<file path="src/rtl/seq_shifter_4bit_pkg.sv">
// ---------------------------------------------------------------------------
// seq_shifter_4bit_pkg
// Shared constants for the iterative shifter, barrel_shifter_4bit and the
// benches that compare them: default widths, FSM state encodings and the
// direction encoding.
// ---------------------------------------------------------------------------
package seq_shifter_4bit_pkg;

  // Default data width and shift-amount width
  localparam int WIDTH_DEFAULT = 4;
  localparam int SHW_DEFAULT   = 2;

  // FSM state encodings
  localparam logic [1:0] ST_IDLE  = 2'b00;
  localparam logic [1:0] ST_SHIFT = 2'b01;
  localparam logic [1:0] ST_DONE  = 2'b10;

  // Shift direction encoding
  localparam logic DIR_LEFT  = 1'b0;
  localparam logic DIR_RIGHT = 1'b1;

endpackage : seq_shifter_4bit_pkg

</file>
<file path="src/rtl/seq_shifter_4bit_shift_step.sv">
// ---------------------------------------------------------------------------
// shift_step
// Combinational single-position logical shifter with zero fill.
// Also usable as one stage of a barrel shifter.
//
// Ports:
//   d    in   WIDTH  operand
//   dir  in   1      DIR_LEFT (0) or DIR_RIGHT (1)
//   q    out  WIDTH  d shifted by one position in direction dir
// ---------------------------------------------------------------------------
module shift_step
  import seq_shifter_4bit_pkg::*;
#(
  parameter int WIDTH = WIDTH_DEFAULT
) (
  input  logic [WIDTH-1:0] d,
  input  logic             dir,
  output logic [WIDTH-1:0] q
);

  // Vacated bit position is always filled with zero (logical shift)
  always_comb begin
    q = '0;
    if (dir == DIR_RIGHT) begin
      q = {1'b0, d[WIDTH-1:1]};
    end else begin
      q = {d[WIDTH-2:0], 1'b0};
    end
  end

endmodule : shift_step

</file>
<file path="src/rtl/seq_shifter_4bit.sv">
// ---------------------------------------------------------------------------
// seq_shifter_4bit
// Iterative logical shifter: one bit position per clock, under a
// start/busy/done handshake.  Produces the same result as the combinational
// barrel_shifter_4bit for identical A/sel/dir.
//
// Ports:
//   clk    in   1      system clock, rising edge
//   rst    in   1      asynchronous, active-high reset
//   start  in   1      request, accepted only in IDLE
//   A      in   WIDTH  operand, sampled on accept
//   sel    in   SHW    shift amount, sampled on accept
//   dir    in   1      0 = left, 1 = right, sampled on accept
//   busy   out  1      high from accept until return to IDLE
//   done   out  1      one-cycle pulse, out holds the result
//   out    out  WIDTH  registered result, held until the next result
// ---------------------------------------------------------------------------
module seq_shifter_4bit
  import seq_shifter_4bit_pkg::*;
#(
  parameter int WIDTH = WIDTH_DEFAULT,
  parameter int SHW   = SHW_DEFAULT
) (
  input  logic             clk,
  input  logic             rst,
  input  logic             start,
  input  logic [WIDTH-1:0] A,
  input  logic [SHW-1:0]   sel,
  input  logic             dir,
  output logic             busy,
  output logic             done,
  output logic [WIDTH-1:0] out
);

  logic [1:0]       r_state;
  logic [WIDTH-1:0] r_data;
  logic [SHW-1:0]   r_cnt;
  logic             r_dir;
  logic [WIDTH-1:0] r_out;
  logic [WIDTH-1:0] w_step;

  // Single shift stage shared by every SHIFT cycle
  shift_step #(
    .WIDTH (WIDTH)
  ) u_step (
    .d   (r_data),
    .dir (r_dir),
    .q   (w_step)
  );

  // Control FSM and datapath.  out is written only on the edge that enters
  // DONE, so intermediate shift values never become visible.  Amounts of
  // WIDTH or more naturally yield zero after WIDTH steps.
  always_ff @(posedge clk or posedge rst) begin
    if (rst) begin
      r_state <= ST_IDLE;
      r_data  <= '0;
      r_cnt   <= '0;
      r_dir   <= DIR_LEFT;
      r_out   <= '0;
    end else begin
      case (r_state)
        ST_IDLE: begin
          if (start) begin
            r_data <= A;
            r_cnt  <= sel;
            r_dir  <= dir;
            if (sel == '0) begin
              r_state <= ST_DONE;
              r_out   <= A;
            end else begin
              r_state <= ST_SHIFT;
            end
          end
        end
        ST_SHIFT: begin
          r_data <= w_step;
          r_cnt  <= r_cnt - SHW'(1);
          // Last step: the freshly shifted value is the result
          if (r_cnt == SHW'(1)) begin
            r_state <= ST_DONE;
            r_out   <= w_step;
          end
        end
        ST_DONE: begin
          r_state <= ST_IDLE;
        end
        default: begin
          r_state <= ST_IDLE;
        end
      endcase
    end
  end

  // Handshake outputs decode directly from the registered state
  always_comb begin
    busy = (r_state == ST_SHIFT) || (r_state == ST_DONE);
    done = (r_state == ST_DONE);
    out  = r_out;
  end

endmodule : seq_shifter_4bit

</file>
<file path="config.mk">
export PLATFORM = sky130hd
export DESIGN_NAME = seq_shifter_4bit
export DESIGN_NICKNAME = d
export VERILOG_FILES = /design/src/rtl/seq_shifter_4bit_pkg.sv /design/src/rtl/seq_shifter_4bit_shift_step.sv /design/src/rtl/seq_shifter_4bit.sv
export SDC_FILE = /design/constraint.sdc
export NUM_CORES = 1
export LEC_CHECK = 0
export BUFFER_PORTS_ARGS = -buffer_cell sky130_fd_sc_hd__buf_4
export CORE_MARGIN = 2
export CORE_UTILIZATION = 51
export CTS_CLUSTER_SIZE = 25
export DETAILED_ROUTE_END_ITERATION = 8
export GPL_TIMING_DRIVEN = 0
export PLACE_DENSITY = 0.75
export SETUP_SLACK_MARGIN = 0.02
export SLEW_MARGIN = 40
export SYNTH_ARGS = -nofsm -noshare
export SYNTH_HDL_FRONTEND = slang
export SYNTH_SLANG_ARGS = --single-unit
</file>
<file path="constraint.sdc">
create_clock -name clk -period 2.13 [get_ports clk]
set_input_delay 0.426 -clock clk [delete_from_list [all_inputs] [get_ports clk]]
set_output_delay 0.426 -clock clk [all_outputs]
set_load 0.03 [all_outputs]
</file>
Yosys cells after proc, flatten, opt, wreduce, memory -nomap -nowiden:

Index checks and enable logic that the tools add are counted.

* register bits after elaboration: 13
* bits in latches: 0
* RAM bits: 0
* ROM bits: 0
* bits of input ports: 10
* output and inout port bits: 6
* word-level logic and storage cells: 33
* memories kept: 0

* add/subtract/negate cells: 1
* $mul: 0
* div/mod/pow operators: 0
* order comparisons: 0
* equal/unequal tests: 6
* shift operators: 0
* multiplexer cells: 13
* bitwise operators: 0
* reduce and logical (&&, ||, !) cells: 8

Operators by type and width (number)
* 4-bit 2-to-1 mux: 5
* 4-bit one-hot mux with 2 select lines: 2
* 2-bit 2-to-1 mux: 4
* 2-bit one-hot mux with 2 select lines: 2
* 2-bit != test (second input constant): 3
* 2-bit AND reduction: 3
* 2-bit by 1-bit == test with 1-bit output (second input constant): 2
* 2-bit zero test: 2
* 4-bit AND reduction: 1
* 2-bit == test (second input constant): 1
* 2-bit nonzero test: 1
* 2-bit by 1-bit subtractor with 2-bit output (second input constant): 1
* 1-bit logical OR: 1

Logic depth before layout (Yosys ltp):

Gate-level depths: netlist (run 1).

* depth in word-level cells: 4
* depth in mapped cells: 6
* gate-level depth less buffers: 5

Cells and area by module:

From an unflattened synthesis (run 1), not the netlist that was laid out.

* cells, all modules: 64
* area total of the unflattened synthesis: 737.0 um^2

By module, submodules not included
* seq_shifter_4bit: times used 1, cells an instance 60, area an instance 698.2 um^2
* shift_step: times used 1, cells an instance 4, area an instance 38.8 um^2

Worst setup path before layout (run 1):

Ideal clock, no wire load.

* path kind: reg-to-reg
* start: register r_state[0]
* end: register r_data[0]
* arrival time: 1470 ps
* required time: 2005 ps
* setup slack: 535 ps
* stages on the path, launching flop included: 5
* clock period less this slack: 1595 ps
* path through: dfrtp_1 -> inv_1 -> ha_1 -> mux2i_4 -> mux2_4

* longest elaborated chain between the ends: 3
* elaborated cells on any way between the ends: 6

Ends and longest elaborated chain
* from (decl): RTL line seq_shifter_4bit.sv:35 `logic [1:0] r_state;`
* from (signal assigned): RTL line seq_shifter_4bit.sv:56 `r_state <= ST_IDLE;`
* from (signal assigned): RTL line seq_shifter_4bit.sv:69 `r_state <= ST_DONE;`
* from (signal assigned): RTL line seq_shifter_4bit.sv:72 `r_state <= ST_SHIFT;`
* 2-bit by 1-bit == test with 1-bit output or 2-bit zero test (tied branches): RTL line seq_shifter_4bit.sv:62 `case (r_state)`
* 2-bit nonzero test (no line) or 2-bit != test (tied branches)
* 2-bit AND reduction (no line)
* to (signal assigned): RTL line seq_shifter_4bit.sv:77 `r_data <= w_step;`
* to (decl): RTL line seq_shifter_4bit.sv:36 `logic [WIDTH-1:0] r_data;`

Several ways; a longest one is shown, not always the timed one.
A chain may end at the register's enable or synchronous reset.

Worst setup path after layout (run 1):

* start: register r_state[1]
* end: register r_data[2]

The elaborated chain is that of the path after synthesis.

==> flow_summary.ini, run 1 <==
[final_layout]
drive_above_1_share_pct = 37.3
fin_cells = 98
synthToLayoutAreaGrowth_pct = 20.9
regArea_sq_um = 325
num-fill-cells = 114
finalNetCount = 100
multi_input_area_sq_um = 395
n_antenna_cell = 0
final_cell_area_sq_um = 913

[global_route]
grt_usage_pct = 16.6
grt_pass1_wl_um = 2100
gr-total-overflow = 0
antenna_found_initial = 0
grt_pass1_vias = 447
grt_max_degree = 14

[setup_path]
startpoint = r_state[1]
crit_path_end_kind = flip-flop
critical_path_class = flip-flop to flip-flop
crit_chain = inv_1 -> ha_1 -> mux2i_4 -> mux2_4
reg2reg_from = r_state[1]
rrSetupSlack_ps = 400
slowest_stage = mux2i_4
crit_path_max_fanout = 7
path_delay_family = multiplexers
worst-path-stages = 4
r2r_end = r_data[2]
cp-endpoint = r_data[2]
max_stage_delay_ps = 430
r2r_cells = 4
worstPathRequired_ps = 2290
cp-start-kind = flip-flop
worst-path-buf-inv = 1
worstPathArrival_ps = 1890

[sta]
skew_ps = 4.03
timing.hold.ws_ps = 171
slew_headroom_pct = 66.5
fmax_mhz = 579
finalMaxSlewViolations = 0
timing.final.crit_share_pct = 81.0
worst_pin_slew_ps = 502
setup-violations-final = 0
rsz0062_at_grt = no
hold_viol = 0
finalSetupTns_ps = 0
fin_crit_ps = 1730

[synth]
synthTopCellsByArea = dfrtp_1, ha_1, mux2i_1
synth_top_family_by_area = multiplexers
yosysSeqAreaShare_pct = 43.0
synth_compound_area_share_pct = 7.95
synth_xor_area_share_pct = 0
ys_ff_latch = 13
synth.distinct_cells = 20
synth_top_area_cell = dfrtp_1
synth_area_per_cell_sq_um = 11.8
syn_area_sq_um = 756
synth_warnings = 0
synth_top_area_share_pct = 43.0
synthSimpleGateAreaFrac_pct = 6.79
syn-num-nets = 80
yosys-mux-area-fraction_pct = 27.6
syn-instance-count = 64
synth_fa_ha_area_share_pct = 9.93

[floorplanning]
die_h_um = 42.5
core_area_sq_mm = 0.00135
dieWidth_um = 42.5
boundaryPins = 16
dieArea_sq_mm = 0.00181
fp-row-count = 13
initial_core_util_pct = 56.0

[clock_tree]
cts.path.max_buffers = 2
cts_buffers = 3
worstSkewPairLatency_ps = 270
path_clk_slew_ps = 80
clock-root-buffer = clkbuf_4
h-tree-depth = 1
post_cts_resized = 0
cts_hold_buf = 0
postCtsSetupRepairBufs = 0
cts_tree = built
clkSinkCount = 13

[flow_run]
drv_cap = 0

[power_and_ir_drop]
peakVddDrop_mv = 0.871
pwr_density_cell_mw_per_mm2 = 1610
p_leak_nw = 0.457
fin_total_pwr_mw = 1.47

[hold_path]
hold_class = input pin to asynchronous set/reset pin

[outcome]
status = finished clean

[drt]
drt_first_pass_iters = 2
dr.first_iter.drc_count = 1
vias = 495
via_per_inst = 5.05
ant_nets = 0
drc = 0
wl_per_cell_um = 12.5
finalWirelength_um = 1220

[placement]
io_buffers = 15
dp.cells = 94
gp_congestion = 0.725
dpl_cell_area_sq_um = 887
dp_hpwl_um = 972
## state kept, by name, summed over array words and instances (netlist names)
register and count:
out 4, r_data 4, r_cnt 2, r_state 2, r_dir 1
## metal layers
metal / part of all wire [%] / track usage (%) / vias up
li1: - / - / 261
met2: 42 / 20.9 / 10
met1: 53 / 23.6 / 222
met4: 0.98 / 9.38 / 0
met3: 3.8 / 6.47 / 2
met5: 0 / 0 / -
## worst min path at each step
stage          startpoint  endpoint  slack [ps]  depth (start not counted)
6_report              rst  r_cnt[1]         170                          2
5_1_grt               rst  r_cnt[0]         210                          2
4_1_cts               rst  r_cnt[1]         180                          2
3_5_place_dp     r_cnt[1]  r_cnt[1]         480                          2
3_3_place_gp     r_cnt[1]  r_cnt[1]         470                          2
2_1_floorplan         rst    out[0]         300                          1
## where the power goes
part	internal [mW]	switching (mW)
registers	0.374	0.0799
clock network	0.0726	0.0809
logic	0.430	0.437
## cell usage after synthesis
| library cell | instances |
|---|---|
| o22ai_1 | 1 |
| nand2b_1 | 1 |
| dfrtp_1 | 13 |
| o2bb2ai_1 | 1 |
| ha_1 | 6 |
| o221ai_2 | 1 |
| mux2i_4 | 1 |
| o21ai_0 | 4 |
| mux2i_1 | 7 |
| nor2_1 | 2 |
| nor3b_1 | 2 |
| inv_1 | 7 |
| a21oi_1 | 2 |
| mux2_2 | 5 |
| nand3_1 | 1 |
| mux2_4 | 4 |
| inv_2 | 1 |
| buf_2 | 1 |
| nor2b_1 | 1 |
| nand2_1 | 3 |
## layout by cell type (no fill, tap or decap)
cell	n
mux2_2	5
nand2b_1	1
buf_4	15
o221ai_2	1
buf_2	1
o2bb2ai_1	1
o21ai_0	4
nand2_1	3
clkbuf_4	3
mux2i_1	7
ha_1	6
inv_2	1
a21oi_1	2
inv_1	7
mux2_4	4
mux2i_4	1
nor2b_1	1
dfrtp_1	13
nor2_1	2
o22ai_1	1
nand3_1	1
nor3b_1	2
clkbuf_1	1
## area by class of cell
type | count | share of cell area, %
flip-flops and latches | 13 | 35.6
multi-input cells | 42 | 43.3
plain buffers | 1 | 0.548
well taps | 15 | 2.05
inverters | 8 | 3.29
clock buffers | 4 | 2.88
repair buffers | 15 | 12.3
## cell families (layout without fill, tap and decap cells)
| logic type | Yosys count | after routing |
|---|---|---|
| adder cells (fa/ha/maj) | 6 | 6 |
| flip-flops | 13 | 13 |
| AND/OR/NAND/NOR | 10 | 10 |
| buffers and inverters | 9 | 28 |
| AO/OA/AOI/OAI | 9 | 9 |
| multiplexers | 17 | 17 |
## metrics by stage
step | setup WS, ps | utilization [%]
floorplan | 535 | -
global placement | 415 | 65.7
detailed placement | 402 | 65.7
CTS | 377 | 67.7
global route | 255 | 67.7
finish | 404 | 67.7
No activity file was read; power rests on OpenSTA's default activity.
==> run 2, diff against run 1 <==
==> constraint.sdc (replaced) <==
create_clock -name clk -period 1.6 [get_ports clk]
set_input_delay 0.32 -clock clk [delete_from_list [all_inputs] [get_ports clk]]
set_output_delay 0.32 -clock clk [all_outputs]
set_load 0.03 [all_outputs]
==> flow_summary.ini, run 2 (synthesis gave the netlist of run 1 again) <==
[sta]
worst_pin_slew_ps = 483
fmax_mhz = 656
rsz0062_at_grt = yes
skew_ps = 4.04
finalMaxSlewViolations = 0
hold_viol = 0
fin_ws_ps = 75.6
slew_headroom_pct = 67.8
timing.hold.ws_ps = 57.1
setup-violations-final = 0
fin_crit_ps = 1520
timing.final.crit_share_pct = 95.3

[setup_path]
worstPathRequired_ps = 1760
rrSetupSlack_ps = 80
cp-start-kind = flip-flop
max_stage_delay_ps = 410
worst-path-stages = 5
startpoint = r_state[0]
critical_path_class = flip-flop to flip-flop
crit_path_end_kind = flip-flop
cp-endpoint = out[2]
crit_path_frequent_cell = inv_2
crit_chain = inv_2 -> ha_4 -> inv_2 -> o221ai_4 -> mux2_2
worst-path-buf-inv = 2
crit_path_max_fanout = 4
r2r_cells = 5
worstPathArrival_ps = 1690
reg2reg_from = r_state[0]
path_delay_family = flip-flops
r2r_end = out[2]
slowest_stage = dfrtp_1

[placement]
io_buffers = 15
dp.cells = 94
place_ws_ps = -65.2
dp_hpwl_um = 942
gp_congestion = 0.728

[final_layout]
finalNetCount = 103
final_core_util_pct = 74.1
drive_above_1_share_pct = 47.7
n_antenna_cell = 0
fin_cells = 101
synthToLayoutAreaGrowth_pct = 32.5
layout_commonest_cell = buf_4
mostFrequentLayoutCells = buf_4, dfrtp_1, mux2i_1

[outcome]
status = finished clean

[hold_path]
hold_class = input pin to asynchronous set/reset pin

[power_and_ir_drop]
peakVddDrop_mv = 1.23
pwr_density_cell_mw_per_mm2 = 2200
p_leak_nw = 0.485

[drt]
dr.first_iter.drc_count = 1
vias = 526
drc = 0
finalWirelength_um = 1290
drt_first_pass_iters = 2
wl_per_cell_um = 12.8
via_per_inst = 5.21
ant_nets = 0

[clock_tree]
cts_tree = built
cts_buffers = 3
path_clk_slew_ps = 80
clkSinkCount = 13
clock-root-buffer = clkbuf_4
h-tree-depth = 1
cts.path.max_buffers = 2
worstSkewPairLatency_ps = 280

[global_route]
antenna_found_initial = 0
grt_pass1_wl_um = 2210
grt_pass1_vias = 491
gr-total-overflow = 0
grt_max_degree = 14
grt_usage_pct = 16.4

[flow_run]
drv_cap = 0

[floorplanning]
core_area_sq_mm = 0.00135
fp-row-count = 13
dieArea_sq_mm = 0.00181
dieWidth_um = 42.5
die_h_um = 42.5
initial_core_util_pct = 56.0
boundaryPins = 16
==> run 2: final cells by class <==
| type | count | area, sq um |
|---|---|---|
| buffer | 1 | 7.51 |
| clock buffer | 4 | 26.3 |
| fill | 93 | 349 |
| inverter | 8 | 32.5 |
| multi-input combinational | 42 | 452 |
| sequential | 13 | 325 |
| tap | 15 | 18.8 |
| timing repair buffer | 18 | 139 |
==> run 2: through the flow <==
stage | total power [mW] | setup TNS [ps] | area [sq um]
after floorplan | 1.52 | 0 | 758
after global placement | 1.76 | -316 | 890
after detailed placement | 1.78 | -459 | 890
after CTS | 2.07 | 0 | 950
after global routing | 2.37 | -40.4 | 1000
final | 2.20 | 0 | 1000
==> run 2: per-layer routing <==
metal	GRT usage, %	vias to the layer above	part of all wire (%)
li1	-	268	-
met1	23.2	243	49
met2	23.4	12	45
met3	6.47	3	5.4
met4	3.75	0	1.1
met5	0	-	0
==> run 2: what timing repair did <==
item	in CTS	in global routing
pin swaps	1	2
gates cloned	0	0
setup buffers	1	2
resized for setup	5	11
hold buffers	0	0
setup endpoints to repair	8	10
==> run 2: where the power goes <==
group,internal (mW),switching (mW),leakage (nW)
Clock,0.0968,0.105,0.0150
Sequential,0.498,0.116,0.156
Combinational,0.730,0.658,0.314
==> run 2: how the worst min path moves through the flow <==
stage          start          to  slack, ps  cells after the start
2_1_floorplan    rst      out[0]        200                      1
3_5_place_dp     rst  r_state[0]        370                      2
6_report         rst      out[1]         60                      2
3_3_place_gp     rst    r_cnt[1]        380                      2
5_1_grt          rst      out[1]        110                      2
4_1_cts          rst  r_state[0]         70                      2
